## config.mk

```make
export PLATFORM = sky130hd
export DESIGN_NAME = cdb_arbiter_flat
export DESIGN_NICKNAME = d
export VERILOG_FILES = /design/src/rtl/cdb_arbiter_if.sv /design/src/rtl/cdb_arbiter.sv /design/src/flat_wrapper.sv
export SDC_FILE = /design/constraint.sdc
export NUM_CORES = 1
export LEC_CHECK = 0
export BUFFER_PORTS_ARGS = -buffer_cell sky130_fd_sc_hd__buf_2
export CORE_UTILIZATION = 39
export CTS_BUF_LIST = sky130_fd_sc_hd__clkbuf_4
export DETAILED_ROUTE_END_ITERATION = 10
export PLACE_DENSITY = 0.91
export RECOVER_POWER = 100
export SYNTH_ARGS = -nofsm -noshare
export SYNTH_HDL_FRONTEND = slang
export SYNTH_SLANG_ARGS = --single-unit
```

## constraint.sdc

```tcl
create_clock -name clk -period 2.01 [get_ports clk]
set_input_delay 0 -clock clk [delete_from_list [all_inputs] [get_ports clk]]
set_output_delay 0 -clock clk [all_outputs]
set_load 0.05 [all_outputs]
```

## src/rtl/cdb_arbiter_if.sv

```systemverilog
// cdb_arbiter_if: bundle of the functional-unit result handshake, the branch
// resolution bus and the common data bus (CDB) seen by cdb_arbiter.
//
// Handshake semantics (valid/ready, one comment for the whole bundle):
//   - An FU raises fu_valid[i] with its payload (fu_data/fu_prd/fu_rob/fu_mask)
//     and holds valid and payload stable until it is accepted.
//   - A transfer happens in a cycle where fu_valid[i] & fu_ready[i] is high.
//     The FU drops (or replaces) its result the next cycle.
//   - fu_ready[i] never rises for an FU whose fu_valid[i] is low, and at most
//     one fu_ready bit is high per cycle.
//   - The CDB has no backpressure: cdb_valid is a one-cycle broadcast.
//
// Modports:
//   slave  : the arbiter (consumes FU results, drives fu_ready and the CDB)
//   master : the FU/branch side (drives results and the branch bus)
interface cdb_arbiter_if #(
  parameter int NUM_FU = 4,
  parameter int DATA_W = 32,
  parameter int PRF_W  = 6,
  parameter int ROB_W  = 5,
  parameter int BR_W   = 4
);
  localparam int TAG_W = (BR_W > 1) ? $clog2(BR_W) : 1;

  logic [NUM_FU-1:0]        fu_valid;
  logic [NUM_FU-1:0]        fu_ready;
  logic [NUM_FU*DATA_W-1:0] fu_data;
  logic [NUM_FU*PRF_W-1:0]  fu_prd;
  logic [NUM_FU*ROB_W-1:0]  fu_rob;
  logic [NUM_FU*BR_W-1:0]   fu_mask;

  logic                     brb_broadcast;
  logic [TAG_W-1:0]         brb_tag;
  logic                     brb_kill;
  logic                     brb_clean;

  logic                     cdb_valid;
  logic [DATA_W-1:0]        cdb_data;
  logic [PRF_W-1:0]         cdb_prd;
  logic [ROB_W-1:0]         cdb_rob;
  logic [BR_W-1:0]          cdb_mask;

  modport slave (
    input  fu_valid, fu_data, fu_prd, fu_rob, fu_mask,
    input  brb_broadcast, brb_tag, brb_kill, brb_clean,
    output fu_ready,
    output cdb_valid, cdb_data, cdb_prd, cdb_rob, cdb_mask
  );

  modport master (
    output fu_valid, fu_data, fu_prd, fu_rob, fu_mask,
    output brb_broadcast, brb_tag, brb_kill, brb_clean,
    input  fu_ready,
    input  cdb_valid, cdb_data, cdb_prd, cdb_rob, cdb_mask
  );
endinterface

```

## src/rtl/cdb_arbiter.sv

```systemverilog
// cdb_arbiter: round-robin arbiter between NUM_FU completed functional units
// driving a registered common data bus. Results carrying the branch tag being
// killed are never granted and never broadcast; a clean clears the tag bit
// from the result masks on their way to the CDB.
//
// Ports:
//   clk  : clock
//   rst  : synchronous, active-high reset
//   bus  : cdb_arbiter_if.slave
//          fu_valid/fu_ready + fu_data/fu_prd/fu_rob/fu_mask  FU results
//          brb_broadcast/brb_tag/brb_kill/brb_clean           branch bus
//          cdb_valid/cdb_data/cdb_prd/cdb_rob/cdb_mask        CDB broadcast
//
// Timing: an FU granted in cycle t appears on the CDB in cycle t+1.
module cdb_arbiter #(
  parameter int NUM_FU = 4,
  parameter int DATA_W = 32,
  parameter int PRF_W  = 6,
  parameter int ROB_W  = 5,
  parameter int BR_W   = 4
) (
  input logic            clk,
  input logic            rst,
  cdb_arbiter_if.slave   bus
);
  localparam int PTR_W = (NUM_FU > 1) ? $clog2(NUM_FU) : 1;

  logic              kill_active;
  logic              clean_active;
  logic [BR_W-1:0]   tag_onehot;
  logic [NUM_FU-1:0] elig;

  logic              grant_valid;
  logic [PTR_W-1:0]  grant_idx;
  logic [BR_W-1:0]   grant_mask;

  logic [PTR_W-1:0]  rr_ptr;
  logic              reg_valid;
  logic [DATA_W-1:0] reg_data;
  logic [PRF_W-1:0]  reg_prd;
  logic [ROB_W-1:0]  reg_rob;
  logic [BR_W-1:0]   reg_mask;

  // Kill wins over clean if the branch bus ever carries both.
  assign kill_active  = bus.brb_broadcast & bus.brb_kill;
  assign clean_active = bus.brb_broadcast & bus.brb_clean & ~bus.brb_kill;
  assign tag_onehot   = BR_W'(1) << bus.brb_tag;

  // A requester whose mask holds the tag being killed is about to flush
  // itself, so it must not be granted this cycle.
  always_comb begin
    elig = '0;
    for (int i = 0; i < NUM_FU; i++) begin
      elig[i] = bus.fu_valid[i] &
                ~(kill_active & (|(bus.fu_mask[i*BR_W +: BR_W] & tag_onehot)));
    end
  end

  // Round-robin search starting at rr_ptr; the first eligible hit wins.
  always_comb begin
    int               idx_i;
    logic [PTR_W-1:0] idx;
    grant_valid = 1'b0;
    grant_idx   = '0;
    idx_i       = 0;
    idx         = '0;
    for (int k = 0; k < NUM_FU; k++) begin
      idx_i = int'(rr_ptr) + k;
      if (idx_i >= NUM_FU) idx_i = idx_i - NUM_FU;
      idx = PTR_W'(idx_i);
      if (!grant_valid && elig[idx]) begin
        grant_valid = 1'b1;
        grant_idx   = idx;
      end
    end
    // No acceptance while in reset: the FU would drop a result that the
    // cleared output register never broadcasts.
    if (rst) grant_valid = 1'b0;
  end

  always_comb begin
    bus.fu_ready = '0;
    if (grant_valid) bus.fu_ready[grant_idx] = 1'b1;
  end

  // Mask of the granted result with a same-cycle clean already applied.
  always_comb begin
    grant_mask = bus.fu_mask[int'(grant_idx)*BR_W +: BR_W];
    if (clean_active) grant_mask = grant_mask & ~tag_onehot;
  end

  always_ff @(posedge clk) begin
    if (rst) begin
      rr_ptr    <= '0;
      reg_valid <= 1'b0;
      reg_data  <= '0;
      reg_prd   <= '0;
      reg_rob   <= '0;
      reg_mask  <= '0;
    end else if (grant_valid) begin
      rr_ptr    <= (grant_idx == PTR_W'(NUM_FU - 1)) ? '0 : grant_idx + 1'b1;
      reg_valid <= 1'b1;
      reg_data  <= bus.fu_data[int'(grant_idx)*DATA_W +: DATA_W];
      reg_prd   <= bus.fu_prd[int'(grant_idx)*PRF_W +: PRF_W];
      reg_rob   <= bus.fu_rob[int'(grant_idx)*ROB_W +: ROB_W];
      reg_mask  <= grant_mask;
    end else begin
      reg_valid <= 1'b0;
      // Held entry still tracks cleans so its mask stays accurate.
      if (clean_active) reg_mask <= reg_mask & ~tag_onehot;
    end
  end

  // A kill hitting the registered entry suppresses the broadcast in the
  // same cycle; the register itself is overwritten/cleared next cycle.
  assign bus.cdb_valid = reg_valid & ~(kill_active & (|(reg_mask & tag_onehot)));
  assign bus.cdb_data  = reg_data;
  assign bus.cdb_prd   = reg_prd;
  assign bus.cdb_rob   = reg_rob;
  assign bus.cdb_mask  = reg_mask;
endmodule

```

## src/flat_wrapper.sv

```systemverilog
// flat-port wrapper written by rule: the top's interface ports become plain ports
module cdb_arbiter_flat 
#(
  parameter int NUM_FU = 4,
  parameter int DATA_W = 32,
  parameter int PRF_W  = 6,
  parameter int ROB_W  = 5,
  parameter int BR_W   = 4
)
  (clk, rst, bus_fu_valid, bus_fu_data, bus_fu_prd, bus_fu_rob, bus_fu_mask, bus_brb_broadcast, bus_brb_tag, bus_brb_kill, bus_brb_clean, bus_fu_ready, bus_cdb_valid, bus_cdb_data, bus_cdb_prd, bus_cdb_rob, bus_cdb_mask);
  cdb_arbiter_if #(.NUM_FU(NUM_FU), .DATA_W(DATA_W), .PRF_W(PRF_W), .ROB_W(ROB_W), .BR_W(BR_W)) bus_i ();
  input logic clk;
  input logic rst;
  input wire logic [$bits(bus_i.fu_valid)-1:0] bus_fu_valid;
  input wire logic [$bits(bus_i.fu_data)-1:0] bus_fu_data;
  input wire logic [$bits(bus_i.fu_prd)-1:0] bus_fu_prd;
  input wire logic [$bits(bus_i.fu_rob)-1:0] bus_fu_rob;
  input wire logic [$bits(bus_i.fu_mask)-1:0] bus_fu_mask;
  input wire logic [$bits(bus_i.brb_broadcast)-1:0] bus_brb_broadcast;
  input wire logic [$bits(bus_i.brb_tag)-1:0] bus_brb_tag;
  input wire logic [$bits(bus_i.brb_kill)-1:0] bus_brb_kill;
  input wire logic [$bits(bus_i.brb_clean)-1:0] bus_brb_clean;
  output wire logic [$bits(bus_i.fu_ready)-1:0] bus_fu_ready;
  output wire logic [$bits(bus_i.cdb_valid)-1:0] bus_cdb_valid;
  output wire logic [$bits(bus_i.cdb_data)-1:0] bus_cdb_data;
  output wire logic [$bits(bus_i.cdb_prd)-1:0] bus_cdb_prd;
  output wire logic [$bits(bus_i.cdb_rob)-1:0] bus_cdb_rob;
  output wire logic [$bits(bus_i.cdb_mask)-1:0] bus_cdb_mask;
  assign bus_i.fu_valid = bus_fu_valid;
  assign bus_i.fu_data = bus_fu_data;
  assign bus_i.fu_prd = bus_fu_prd;
  assign bus_i.fu_rob = bus_fu_rob;
  assign bus_i.fu_mask = bus_fu_mask;
  assign bus_i.brb_broadcast = bus_brb_broadcast;
  assign bus_i.brb_tag = bus_brb_tag;
  assign bus_i.brb_kill = bus_brb_kill;
  assign bus_i.brb_clean = bus_brb_clean;
  assign bus_fu_ready = bus_i.fu_ready;
  assign bus_cdb_valid = bus_i.cdb_valid;
  assign bus_cdb_data = bus_i.cdb_data;
  assign bus_cdb_prd = bus_i.cdb_prd;
  assign bus_cdb_rob = bus_i.cdb_rob;
  assign bus_cdb_mask = bus_i.cdb_mask;
  cdb_arbiter #(.NUM_FU(NUM_FU), .DATA_W(DATA_W), .PRF_W(PRF_W), .ROB_W(ROB_W), .BR_W(BR_W)) u_core (.clk(clk), .rst(rst), .bus(bus_i));
endmodule
```

==> results of run 1 <==
logic make-up after synthesis:
kind of cell,count (synthesis)
compound gates,77
simple gates,91
mux,96
flops,50
fa+ha+maj,4
buf+inv,48
through the flow:
stage               utilization  TNS [ns]
floorplan                     -         0
global placement          0.576    -0.405
detailed placement        0.576     -2.71
==> impl_metrics.ini, run 1 <==
[status]
status = did not finish
stop_stage = clock tree synthesis
error_line = [ERROR RSZ-0060] Max buffer count reached.

[logic_synthesis]
ys_seq_area_frac = 0.279
yosysTopAreaCell = dfxtp_1
syn_nets = 569
synth_xor_area_frac = 0
ys_types = 41
synth.area.mux_share = 0.271
yosys_warnings = 0
ys_ff_latch = 50
synth.top_cells.by_count = 95 x mux2i_1, 50 x dfxtp_1, 45 x nand2_1
synth_edf_count = 0
synth_cells = 366
synthArstFlopShare = 0
synth_top_area_frac = 0.279
synth-main-ff-cell = dfxtp_1
synthSimpleGateAreaFrac = 0.127
synth_compound_area_frac = 0.216
synth_fa_ha_area_frac = 0.0140
synth.cell_area_um2 = 3590
synth_top_family_by_area = multiplexers
synth_most_common_cell = mux2i_1
post_synth.cell_area_avg_um2 = 9.80
synth_area_leaders = dfxtp_1 28%, mux2i_1 27%, o221ai_2 7.5%

[floorplanning]
die_width_um = 97.9
die_h_um = 97.9
io_pins = 251
rows = 34
initial_core_util = 0.407

[clocking]
ctsResizeCount = 7
postCtsSetupRepairBufs = 4
cts_root_buffer = clkbuf_4
cts_max_path_buffers = 2
htreeDepth = 2
cts_buffers = 5
postCtsHoldBufs = 148
cts.sinks = 50

[placement]
post-place-ws_ns = -0.151
placedCellCount = 726
postPlaceCellArea_um2 = 5070
dp_hpwl_um = 9420
gp_congestion = 0.910
io_buffer_count = 250
==> run 2, diff against run 1 <==
--- a/config.mk
+++ b/config.mk
@@ -6,10 +6,9 @@
 export NUM_CORES = 1
 export LEC_CHECK = 0
 export BUFFER_PORTS_ARGS = -buffer_cell sky130_fd_sc_hd__buf_2
-export CORE_UTILIZATION = 39
-export CTS_BUF_LIST = sky130_fd_sc_hd__clkbuf_4
+export CORE_UTILIZATION = 40
 export DETAILED_ROUTE_END_ITERATION = 10
-export PLACE_DENSITY = 0.91
+export PLACE_DENSITY_LB_ADDON = 0.15
 export RECOVER_POWER = 100
 export SYNTH_ARGS = -nofsm -noshare
 export SYNTH_HDL_FRONTEND = slang
==> constraint.sdc (replaced) <==
create_clock -name clk -period 2.6 [get_ports clk]
set_input_delay 0 -clock clk [delete_from_list [all_inputs] [get_ports clk]]
set_output_delay 0 -clock clk [all_outputs]
set_load 0.05 [all_outputs]
==> run 2 against run 1 <==
Against the previous run: the flow now finishes without violations; synthesized cell count did not move; synthesized area unchanged.
==> impl_metrics.ini, run 2 <==
[status]
status = finished, final reports clean

[global_route]
overflow = 0
grt_pass1_wl_um = 17400
grt_usage = 0.225
use_met3 = 0.0520
grt_pass1_vias = 3661
top_usage_layer = met2
met2_usage = 0.398
grt_max_degree = 50
antenna_found_initial = 0
use_met1 = 0.267

[timing]
min_period_over_period = 0.910
period_needed_ns = 2.37
finalSetupTns_ns = 0
rsz0062_at_grt = false
skew_ns = 0.0108
setup_viol = 0
finalHoldViolCount = 0
tightest_slew_ns = 0.711
timing.final.max_slew_violations = 0
layout_setup_ws_ns = 0.235
relSlewSlack = 0.528
fmax_ghz = 0.423

[setup_path]
cp_slowest_cell = o221ai_1
path_buf_inv = 4
cp-start-kind = primary input
worstSetupEndpointType = output pin
cpMostUsedCell = buf_2
reg2reg_depth = 8
cp_max_fo = 25
max_stage_delay_ns = 0.54
crit_family = compound AO/OA/AOI/OAI gates
worst-path-stages = 10
cp_data_arrival_time_ns = 2.37
path_class = in -> out
cp.required_ns = 2.60
path_cells = buf_2, nand3b_1, o221ai_1, o221ai_2, a22oi_2, buf_12, inv_1, ha_1, and2_1, buf_2

[clocking]
clk_pin_slew_ns = 0.10
ctsResizeCount = 0
cts_root_buffer = clkbuf_8
postCtsHoldBufs = 5
postCtsSetupRepairBufs = 0
htreeDepth = 2
cts_buffers = 5
cts_tree = done
clkLatencyLatePin_ns = 0.30
cts.sinks = 50
cts_max_path_buffers = 2

[pwr]
p_int_w = 0.00181
comb_power_share = 0.530
peakVddDrop_mv = 0.281
pwr-share-clk = 0.163
powerDensity_nw_per_um2 = 685
p_switching_w = 0.00155
p_leak_nw = 2.34
p_seq_frac = 0.306
swShare = 0.461

[layout]
layout.nets = 816
largest_register_ff_count = 32
mostFrequentLayoutCell = buf_2
layout_common_cells = 200 x buf_2, 95 x mux2i_1, 50 x dfxtp_1
syn_to_final_growth_pct = 36.8
antennaDiodeCount = 0
fillers = 816
drive_above_1_share = 0.383

[placement]
post-place-ws_ns = 0.171
io_buffer_count = 250
dp_hpwl_um = 8420
gp_congestion = 0.895

[detailed_routing]
wl_per_cell_um = 15.0
drt-total-wl_um = 10900
dr.pass1.iters = 4
drc = 0
first_iter_violations = 81
num_vias = 3826
via_per_inst = 5.31
antenna_left = 0

[logic_synthesis]
yosysTopAreaCell = dfxtp_1
synth_top_area_frac = 0.279
synth.top_cells.by_count = 95 x mux2i_1, 50 x dfxtp_1, 45 x nand2_1
synth.cell_area_um2 = 3590
synth_cells = 366
synthArstFlopShare = 0
synth-main-ff-cell = dfxtp_1
syn_nets = 569
ys_seq_area_frac = 0.279
synth_edf_count = 0
ys_ff_latch = 50
synth_most_common_cell = mux2i_1
post_synth.cell_area_avg_um2 = 9.80
ys_types = 41
yosys_warnings = 0
synth_area_leaders = dfxtp_1 28%, mux2i_1 27%, o221ai_2 7.5%

[floorplanning]
die_h_um = 96.7
die-area_um2 = 9350
initial_core_util = 0.411
core-area_um2 = 8720
rows = 34
io_pins = 251
die_width_um = 96.7

[hold_path]
hold_class = in -> reg
hold_depth = 3

[flow_run]
drv_cap = 0
## run 2: cell counts after synthesis
Identical to the previous run, type by type.
## run 2: path summary, 6_finish.rpt
| path | endpoint | from | slack [ns] |
|---|---|---|---|
| worst min register to register | u_core.bus.cdb_data[15] | u_core.bus.cdb_data[15] | 0.47 |
| worst min-delay path | u_core.bus.cdb_rob[3] | bus_fu_rob[8] | 0.005 |
| worst max-delay path | bus_fu_ready[0] | bus_brb_tag[0] | 0.23 |
| worst max register to register | u_core.bus.cdb_data[2] | u_core.rr_ptr[1] | 0.38 |
## run 2: layer usage
layer	up-vias	wire (um)
li1	1897	-
met3	16	729
met1	1746	4370
met2	167	5540
met5	-	0
met4	0	214
## run 2: worst register-to-register path: stages, from the launching register on
cell and delay, ns:
dfxtp_1 0.35, inv_1 0.40, nand2_1 0.11, o22ai_1 0.25, a211oi_4 0.06, buf_4 0.21, nand2_4 0.05, buf_4 0.41
o221ai_1 0.23
## run 2: metrics by stage
step	hold slack (ns)	utilization	instances	area, um2	total power (W)
finish	0.00547	0.563	721	4910	0.00336
CTS	0.000527	0.578	718	5040	0.00348
detailed placement	0.322	0.560	706	4880	0.00292
global route	0.000732	0.563	721	4910	0.00355
global placement	0.301	0.560	706	4880	0.00289
floorplan	0.200	-	366	3590	0.00246
## run 2: power groups by stage
stage | registers [W] | clock network [W] | logic (W)
2_1_floorplan | 0.00159 | 0 | 0.000873
3_3_place_gp | 0.00104 | 0 | 0.00186
3_5_place_dp | 0.00104 | 0 | 0.00188
4_1_cts | 0.00102 | 0.000569 | 0.00189
5_1_grt | 0.00105 | 0.000604 | 0.00189
6_report | 0.00103 | 0.000549 | 0.00178
## run 2: area by class of cell
type                            instances  area, um2  share of cell area
Clock buffer                            5       68.8              0.0140
Clock inverter                          2       38.8             0.00791
Inverter                               15       56.3              0.0115
Multi-Input combinational cell        268       2160               0.441
Sequential cell                        50       1000               0.204
Tap cell                              108        135              0.0275
Timing Repair Buffer                  273       1440               0.294
## run 2: kinds of logic after synthesis
kind of cell,Yosys count,synth area share
compound gates,77,0.216
fa+ha+maj,4,0.0140
buf+inv,48,0.0925
flops,50,0.279
mux,96,0.271
simple gates,91,0.127
(Power assumes the default switching activity.)
==> run 3, diff against run 2 <==
--- a/config.mk
+++ b/config.mk
@@ -5,9 +5,9 @@
 export SDC_FILE = /design/constraint.sdc
 export NUM_CORES = 1
 export LEC_CHECK = 0
-export BUFFER_PORTS_ARGS = -buffer_cell sky130_fd_sc_hd__buf_2
 export CORE_UTILIZATION = 40
 export DETAILED_ROUTE_END_ITERATION = 10
+export DONT_BUFFER_PORTS = 1
 export PLACE_DENSITY_LB_ADDON = 0.15
 export RECOVER_POWER = 100
 export SYNTH_ARGS = -nofsm -noshare
==> run 3 against run 2 <==
Against the previous run: the flow now stops in clock tree synthesis; synthesized cell count unchanged; synthesized area unchanged.
==> impl_metrics.ini, run 3 <==
[status]
status = did not finish
stop_stage = clock tree synthesis
error_line = [ERROR RSZ-0060] Max buffer count reached.

[placement]
io_buffer_count = 0
dp_hpwl_um = 7030
gp_congestion = 0.791

[logic_synthesis]
synth-main-ff-cell = dfxtp_1
synth_most_common_cell = mux2i_1
synth_area_leaders = dfxtp_1 28%, mux2i_1 27%, o221ai_2 7.5%
yosysTopAreaCell = dfxtp_1
synthArstFlopShare = 0
ys_ff_latch = 50
synth_cells = 366
ys_seq_area_frac = 0.279
ys_types = 41
synth_edf_count = 0
synth.top_cells.by_count = 95 x mux2i_1, 50 x dfxtp_1, 45 x nand2_1
post_synth.cell_area_avg_um2 = 9.80
yosys_warnings = 0
syn_nets = 569
synth.cell_area_um2 = 3590
synth_top_area_frac = 0.279

[floorplanning]
rows = 34
die_width_um = 96.7
die_h_um = 96.7
initial_core_util = 0.411
io_pins = 251

[clocking]
cts_max_path_buffers = 2
postCtsHoldBufs = 101
cts_root_buffer = clkbuf_8
ctsResizeCount = 0
htreeDepth = 2
postCtsSetupRepairBufs = 0
cts_buffers = 5
cts.sinks = 50
run 3: cell counts after synthesis:
Identical to the previous run, type by type.
run 3: cells by family after synthesis:
family                     after synthesis  share of synthesized area
DFF                                     50                      0.279
muxes                                   96                      0.271
adders and majority gates                4                     0.0140
AOI/OAI and AO/OA                       77                      0.216
buffers and inverters                   48                     0.0925
and+or+nand+nor                         91                      0.127
run 3: per-stage QoR:
step           utilization  setup WS, ns  instance area [um2]  cells  hold WS (ns)
2_1_floorplan            -         0.598                 3590    366         0.200
3_3_place_gp         0.418         0.451                 3650    458        0.0765
3_5_place_dp         0.418         0.371                 3650    458        0.0782
